**src/rtl/ma_lsu_stage.sv**
```systemverilog
// rtl/ma_lsu_stage.sv - MA-stage load/store unit with a request/acknowledge data-memory port
// The LSU_TIMEOUT_EN macro enables the REQ watchdog, which aborts with bus_err after TIMEOUT_CYCLES.
module ma_lsu_stage #(
    parameter int unsigned TIMEOUT_CYCLES = 16,
    parameter logic [31:0] ERR_DATA       = 32'hDEADBEEF
) (
    input  logic        clk,
    input  logic        rst_n,
    input  logic        M_mem_rd,
    input  logic        M_mem_wr,
    input  logic [2:0]  M_funct3,
    input  logic [31:0] M_alu_o,
    input  logic [31:0] M_wd,
    output logic [31:0] M_dm_rd,
    output logic        stall_M,
    output logic        misalign,
    output logic        bus_err,
    output logic        dmem_req,
    output logic        dmem_we,
    output logic [31:0] dmem_addr,
    output logic [3:0]  dmem_be,
    output logic [31:0] dmem_wdata,
    input  logic        dmem_ack,
    input  logic [31:0] dmem_rdata
);

    typedef enum logic [1:0] {
        S_IDLE,
        S_REQ,
        S_DONE
    } state_t;

    state_t      state;
    logic        op;
    logic        mis;
    logic [1:0]  sz;
    logic [3:0]  be_c;
    logic [31:0] wdata_c;

    logic [1:0]  lat_off;
    logic [2:0]  lat_f3;
    logic        lat_ld;

    assign op = M_mem_rd | M_mem_wr;

    // Size class: 0 byte, 1 half, 2 word; reserved encodings fall through to word.
    always_comb begin
        sz = 2'd2;
        case (M_funct3)
            3'b000, 3'b100: sz = 2'd0;
            3'b001, 3'b101: sz = 2'd1;
            default:        sz = 2'd2;
        endcase
    end

    assign mis = ((sz == 2'd2) && (M_alu_o[1:0] != 2'b00)) ||
                 ((sz == 2'd1) && M_alu_o[0]);

    always_comb begin
        be_c    = 4'b1111;
        wdata_c = M_wd;
        case (sz)
            2'd0: begin
                be_c    = 4'b0001 << M_alu_o[1:0];
                wdata_c = {4{M_wd[7:0]}};
            end
            2'd1: begin
                be_c    = M_alu_o[1] ? 4'b1100 : 4'b0011;
                wdata_c = {2{M_wd[15:0]}};
            end
            default: begin
                be_c    = 4'b1111;
                wdata_c = M_wd;
            end
        endcase
    end

    assign misalign = op & mis;
    assign stall_M  = (state == S_REQ) || ((state == S_IDLE) && op && !mis);

    function automatic logic [31:0] load_ext(input logic [31:0] w,
                                             input logic [1:0]  off,
                                             input logic [2:0]  f3);
        logic [31:0] sh;
        logic [7:0]  b;
        logic [15:0] h;
        sh = w >> {off, 3'b000};
        b  = sh[7:0];
        h  = off[1] ? w[31:16] : w[15:0];
        case (f3)
            3'b000:  load_ext = {{24{b[7]}}, b};
            3'b100:  load_ext = {24'd0, b};
            3'b001:  load_ext = {{16{h[15]}}, h};
            3'b101:  load_ext = {16'd0, h};
            default: load_ext = w;
        endcase
    endfunction

`ifdef LSU_TIMEOUT_EN
    localparam int CW = (TIMEOUT_CYCLES < 2) ? 1 : $clog2(TIMEOUT_CYCLES);
    localparam logic [CW-1:0] LIMIT = CW'(TIMEOUT_CYCLES - 1);
    logic [CW-1:0] cnt;
`else
    logic unused_cfg;
    assign unused_cfg = (^ERR_DATA) ^ (TIMEOUT_CYCLES == 0);
    assign bus_err    = 1'b0;
`endif

    always_ff @(posedge clk or negedge rst_n) begin
        if (!rst_n) begin
            state      <= S_IDLE;
            dmem_req   <= 1'b0;
            dmem_we    <= 1'b0;
            dmem_addr  <= 32'd0;
            dmem_be    <= 4'd0;
            dmem_wdata <= 32'd0;
            M_dm_rd    <= 32'd0;
            lat_off    <= 2'd0;
            lat_f3     <= 3'd0;
            lat_ld     <= 1'b0;
`ifdef LSU_TIMEOUT_EN
            bus_err    <= 1'b0;
            cnt        <= '0;
`endif
        end else begin
`ifdef LSU_TIMEOUT_EN
            bus_err <= 1'b0;
`endif
            case (state)
                S_IDLE: begin
                    if (op && !mis) begin
                        dmem_req   <= 1'b1;
                        dmem_we    <= M_mem_wr;
                        dmem_addr  <= {M_alu_o[31:2], 2'b00};
                        dmem_be    <= be_c;
                        dmem_wdata <= wdata_c;
                        lat_off    <= M_alu_o[1:0];
                        lat_f3     <= M_funct3;
                        lat_ld     <= M_mem_rd & ~M_mem_wr;
`ifdef LSU_TIMEOUT_EN
                        cnt        <= '0;
`endif
                        state      <= S_REQ;
                    end
                end
                S_REQ: begin
                    if (dmem_ack) begin
                        dmem_req <= 1'b0;
                        if (lat_ld)
                            M_dm_rd <= load_ext(dmem_rdata, lat_off, lat_f3);
                        state <= S_DONE;
                    end
`ifdef LSU_TIMEOUT_EN
                    // Ack on the limit cycle takes the branch above, so it wins.
                    else if (cnt == LIMIT) begin
                        dmem_req <= 1'b0;
                        bus_err  <= 1'b1;
                        if (lat_ld)
                            M_dm_rd <= ERR_DATA;
                        state <= S_DONE;
                    end else begin
                        cnt <= cnt + 1'b1;
                    end
`endif
                end
                S_DONE:  state <= S_IDLE;
                default: state <= S_IDLE;
            endcase
        end
    end

endmodule

```
**config.mk**
```make
export PLATFORM = sky130hd
export DESIGN_NAME = ma_lsu_stage
export DESIGN_NICKNAME = d
export VERILOG_FILES = /design/src/rtl/ma_lsu_stage.sv
export SDC_FILE = /design/constraint.sdc
export NUM_CORES = 1
export LEC_CHECK = 0
export BUFFER_PORTS_ARGS = -buffer_cell sky130_fd_sc_hd__clkbuf_2
export CAP_MARGIN = 20
export CORE_MARGIN = 3
export CORE_UTILIZATION = 52
export CTS_CLUSTER_SIZE = 24
export DETAILED_ROUTE_END_ITERATION = 6
export GPL_ROUTABILITY_DRIVEN = 0
export HOLD_SLACK_MARGIN = 0.06
export PLACE_DENSITY = 0.91
export SYNTH_ARGS = -nofsm -noshare
export SYNTH_HDL_FRONTEND = slang
export SYNTH_SLANG_ARGS = --single-unit
export TNS_END_PERCENT = 5
```
**constraint.sdc**
```tcl
create_clock -name clk -period 4.75 [get_ports clk]
set_clock_uncertainty 0.05 [all_clocks]
set_input_delay 0.2375 -clock clk [delete_from_list [all_inputs] [get_ports clk]]
set_output_delay 0.2375 -clock clk [all_outputs]
set_load 0.005 [all_outputs]
```
Yosys cells after proc, flatten, opt, wreduce, memory -nomap -nowiden
Index checks and enable logic that the tools add are counted.

word-level totals
  register bits = 108
  bits of input ports = 104
  output and inout bits = 105
  word-level logic and storage cells = 59

operators by class
  equality and inequality tests = 11
  shifts and indexed selects = 2
  mux-type cells = 12
  bitwise operators = 4
  reduce and logical (&&, ||, !) cells = 20

operators by type and width
  kind                 number
  $pmux 32 s4          1
  $pmux 32 s2          1
  $shr 32x5->8         1
  $mux 16              1
  $eq 3x3->1 const B   4
  $pmux 2 s2           2
  $pmux 4 s2           1
  $eq 3x1->1 const B   2
  $logic_not 3->1      2
  $reduce_and 3->1     2
  $logic_and 1x1->1    5
  $eq 2x1->1 const B   2
  $logic_not 2->1      2
  $mux 2               2
  $mux 4               1
  $reduce_and 2->1     2
  $reduce_bool 2->1    2
  $reduce_or 2->1      2
  $shl 1x2->4 const A  1
  $and 1x1->1          2
  $eq 2x2->1 const B   1
  $logic_or 1x1->1     2
  $mux 1               2
  $ne 2x1->1 const B   1
  other kinds (5)      5

Depth between registers and ports, before layout
  word-level depth = 10
  mapped depth = 6
  mapped depth without buffers = 4

Worst setup path after synthesis
No wires, ideal clock.

  path type = register -> register
  start point = register lat_off[0]
  end point = register M_dm_rd[15]
  setup time = 0.133 ns
  data arrival time = 1.440 ns
  data required time = 4.567 ns
  slack = 3.127 ns
  cell stages (with the launch flop) = 5
  path buffers = 1
  period minus slack after synthesis = 1.623 ns
  path through = dfrtp_1 buf_6 mux4_2 a211oi_4 a21oi_1

between the ends
  cells in the longest elaborated chain, start to end = 2

RTL lines
  what                      RTL line  source
  start: declaration        40        logic [1:0] lat_off;
  start signal: assignment  137       lat_off <= M_alu_o[1:0];
  $shr 32x5->8              87        sh = w >> {off, 3'b000};
  $pmux 32 s4               90        case (f3)
  end signal: assignment    150       M_dm_rd <= load_ext(dmem_rdata, lat_off, lat_f3);
  end: declaration          14        output logic [31:0] M_dm_rd,

No other way between the ends.
A chain may end at the register's enable or synchronous reset.

Worst setup path after layout
  start point = input port M_funct3[1]
  end point = output port stall_M

between the ends
  cells in the longest elaborated chain, start to end = 9
  elaborated cells between the ends (all ways) = 15
  those cells by class = eq/ne (5); mux (1); reduce/logical (9)

RTL lines
  what                                      RTL line  source
  start: declaration                        11        input logic [2:0] M_funct3,
  $eq 3x1->1, or another cell as far along  49        case (M_funct3)
  $reduce_or 2->1                           49
  $pmux 2 s2 (*)                            49
  $eq 2x2->1 or $eq 2x1->1 (tied branches)  56, 57
  $logic_and 1x1->1 (on tied branches)      56, 57
  $logic_or 1x1->1 (*)                      56        assign mis = ((sz == 2'd2) && (M_alu_o[1:0] != 2'b00)) ||
  $logic_not 1->1 (*)                       79        assign stall_M = (state == S_REQ) || ((state == S_IDLE) && op && !mis);
  $logic_and 1x1->1 (*)                     79
  $logic_or 1x1->1 (*)                      79
  end: declaration                          15        output logic stall_M,

Mark *: on every way between the ends. The rest lies on a longest branch, timed or not.

==> results.sh <==
export IMPL_finalInstanceArea_um2=6540
export IMPL_cts_tree="built"
export IMPL_final_setup_tns_ns=0
export IMPL_tightestPinTransition_ns=0.895
export IMPL_layout_drive_gt1_share_pct=40.1
export IMPL_synth_top_area_share_pct=53.8
export IMPL_clock_sinks=108
export IMPL_multi_input_area_um2=2100
export IMPL_post_place_ws_ns=2.19
export IMPL_synth_top_cells_by_count="108 x dfrtp_1, 65 x nand2_1, 48 x a21oi_1"
export IMPL_internal_power_mw=2.13
export IMPL_syn2layout_area_growth_pct=30.2
export IMPL_drt_iter0_markers=214
export IMPL_via_count=4493
export IMPL_diodes=0
export IMPL_worst_r2r_setup_slack_ns=2.46
export IMPL_cts_buffers_inserted=9
export IMPL_ys_ff_latch=108
export IMPL_numPortBuffers=205
export IMPL_fin_crit_sh_pct=53.5
export IMPL_slew_headroom_pct=40.4
export IMPL_grt_use_total_pct=26.9
export IMPL_syn_area_um2=5020
export IMPL_total_power_mw=3.39
export IMPL_wl_um=14700
export IMPL_cp_start_kind="input pin"
export IMPL_grt_pass1_vias=4698
export IMPL_yosysWarnings=0
export IMPL_ant_nets=0
export IMPL_setup_slack_ns=2.21
export IMPL_grt_busiest_layer="met2"
export IMPL_seq_area_um2=2700
export IMPL_clk_latency_ns=0.36
export IMPL_finalSetupViolations=0
export IMPL_hold_viol_final=0
export IMPL_die_h_um=104
export IMPL_yosysSeqAreaShare_pct=53.8
export IMPL_timing_hold_ws_ns=0.0668
export IMPL_critical_path_arrival_ns=2.25
export IMPL_synth_simple_area_share_pct=13.7
export IMPL_hpwl_um=10500
export IMPL_power_frac_comb_pct=36.4
export IMPL_p_seq_share_pct=47.9
export IMPL_fmax_ghz=0.393
export IMPL_hold_depth=2
export IMPL_r2r_cells=4
export IMPL_root_buffer="clkbuf_8"
export IMPL_peakVddDrop_uv=299
export IMPL_crit_slowest_cell="buf_4"
export IMPL_synth_cell_types=40
export IMPL_path_clk_slew_ns=0.10
export IMPL_synth_area_leaders="dfrtp_1 54%, mux2_2 9.9%, mux2i_1 5.2%"
export IMPL_via_per_inst=5.43
export IMPL_crit_fanout=70
export IMPL_cpMostUsedCell="clkbuf_2"
export IMPL_critPathKind="in2out"
export IMPL_ios=209
export IMPL_crit_path_max_incr_delay_ns=0.58
export IMPL_antenna_found_initial=0
export IMPL_synth_compound_area_share_pct=12.5
export IMPL_die_area_um2=10900
export IMPL_p_sw_mw=1.26
export IMPL_synth_enable_flop_cells=0
export IMPL_num_nets_final=799
export IMPL_synthAdderAreaFrac_pct=0
export IMPL_postCtsSetupRepairBufs=0
export IMPL_fin_crit_ns=2.54
export IMPL_dieWidth_um=104
export IMPL_synth_top_family_by_area="multiplexers"
export IMPL_cap_violations=0
export IMPL_avgSynthCellArea_um2=10.5
export IMPL_rsz0062_at_grt="no"
export IMPL_grt_pass1_wl_um=23400
export IMPL_crit_chain="clkbuf_2, o21ai_0, nand4_1, buf_4, nand2_1, clkbuf_2"
export IMPL_grt_max_degree=71
export IMPL_drc=0
export IMPL_report_final_slew_viol_count=0
export IMPL_async_flop_share_pct=100
export IMPL_synth_flop_cell="dfrtp_1"
export IMPL_wl_per_cell_um=17.8
export IMPL_met2_usage_pct=47.6
export IMPL_cp_end_kind="output port"
export IMPL_synthMuxAreaShare_pct=15.5
export IMPL_rr_endpoint="M_dm_rd[2]$_DFFE_PN0P_"
export IMPL_leakage_nw=3.32
export IMPL_nFillCells=693
export IMPL_h_tree_depth=3
export IMPL_pwr_density_cell_nw_per_um2=518
export IMPL_whs_endpoint="lat_ld$_DFFE_PN0P_"
export IMPL_synth_most_common_cell="dfrtp_1"
export IMPL_syn_inst=480
export IMPL_worstReg2RegStart="lat_off[1]$_DFFE_PN0P_"
export IMPL_dpl_cell_area_um2=6070
export IMPL_grt_use_met3_pct=8.01
export IMPL_firstDrtPassIters=4
export IMPL_clkPwrFrac_pct=15.7
export IMPL_min_from="M_mem_wr"
export IMPL_clockBufferDepth=2
export IMPL_synth_xor_area_share_pct=0
export IMPL_switching_share_pct=37.1
export IMPL_use_met1_pct=32.2
export IMPL_synth_top_cell_by_area="dfrtp_1"
export IMPL_start_util_pct=53.8
export IMPL_status="complete, no violations"
export IMPL_core_um2=9330
export IMPL_rows=35
export IMPL_grt_overflow_total=0
export IMPL_ctsResizeCount=0
export IMPL_critPathRequiredTime_ns=4.46
export IMPL_hold_path_class="in2reg"
==> power by group through the flow <==
stage / registers [mW] / clock network [mW] / logic, mW
floorplan: 1.57 / 0 / 0.658
global placement: 1.60 / 0 / 1.17
detailed placement: 1.63 / 0 / 1.22
CTS: 1.61 / 0.541 / 1.24
global route: 1.67 / 0.585 / 1.37
finish: 1.62 / 0.532 / 1.23
==> worst max path at each step <==
| stage | startpoint | to | cells after the start |
|---|---|---|---|
| 3_3_place_gp | M_funct3[1] | dmem_addr[2]$_DFFE_PN0P_ | 5 |
| 4_1_cts | M_funct3[1] | stall_M | 6 |
| 3_5_place_dp | M_funct3[1] | dmem_addr[28]$_DFFE_PN0P_ | 5 |
| 2_1_floorplan | lat_off[0]$_DFFE_PN0P_ | M_dm_rd[15]$_DFFE_PN0P_ | 4 |
| 6_report | M_funct3[1] | stall_M | 6 |
| 5_1_grt | M_funct3[1] | stall_M | 6 |
==> metal layers <==
layer,up-vias,part of all wire (%)
met5,-,0
met4,0,1.6
met3,26,8.7
met2,224,52
met1,2155,38
li1,2088,-
==> final cells by class <==
cell class	instances	area share, %
Sequential cell	108	41.3
Clock buffer	9	1.89
Multi-Input combinational cell	326	32.2
Tap cell	129	2.47
Timing Repair Buffer	238	20.6
Inverter	12	0.689
Clock inverter	6	0.861
==> sequential cells by signal (all words and copies together) (netlist names) <==
| signal | flops |
|---|---|
| M_dm_rd | 32 |
| dmem_wdata | 32 |
| dmem_addr | 30 |
| dmem_be | 4 |
| lat_f3 | 3 |
| lat_off | 2 |
| state | 2 |
| dmem_req | 1 |
| dmem_we | 1 |
| lat_ld | 1 |
==> kinds of logic after synthesis <==
group,count (synthesis)
flops,108
buf+inv,48
simple gates,146
other cells,1
mux,71
compound gates,106
==> per-stage QoR <==
step	instances	utilization [%]
after CTS	826	69.9
after global routing	828	70.1
after global placement	784	65.1
after floorplan	482	-
final	828	70.1
after detailed placement	784	65.1
==> worst max-delay path, delay by kind of cell <==
kind                   cells  cell delay (ns)
buffers and inverters      3             1.29
AND/OR/NAND/NOR            2             0.42
AO/OA/AOI/OAI              1             0.25
==> cell usage in the layout, fill, tap and decap left out, types with 2 or more instances in the layout <==
cell / netlist / routed
clkbuf_2: 0 / 204
dfrtp_1: 108 / 108
nand2_1: 65 / 65
a21oi_1: 48 / 48
mux2_2: 44 / 44
o21ai_0: 41 / 41
nand3_1: 36 / 36
dlygate4sd3_1: 0 / 29
mux2i_1: 26 / 26
nor2_1: 21 / 21
inv_1: 12 / 12
clkbuf_8: 0 / 9
buf_4: 3 / 5
nand2b_1: 4 / 4
nand4b_1: 4 / 4
nand3b_1: 4 / 4
a31o_2: 4 / 4
conb_1: 1 / 3
or2_2: 2 / 2
nor2b_1: 2 / 2
a211oi_1: 2 / 2
nor3_1: 2 / 2
a2111oi_0: 2 / 2
inv_8: 0 / 2
clkinv_4: 0 / 2
==> repair_timing <==
| action | 4_1_cts | 5_1_grt |
|---|---|---|
| hold endpoints to repair | 89 | 2 |
| setup endpoints to repair | 0 | 0 |
| hold buffers | 27 | 2 |
No activity file was read; power rests on OpenSTA's default activity.
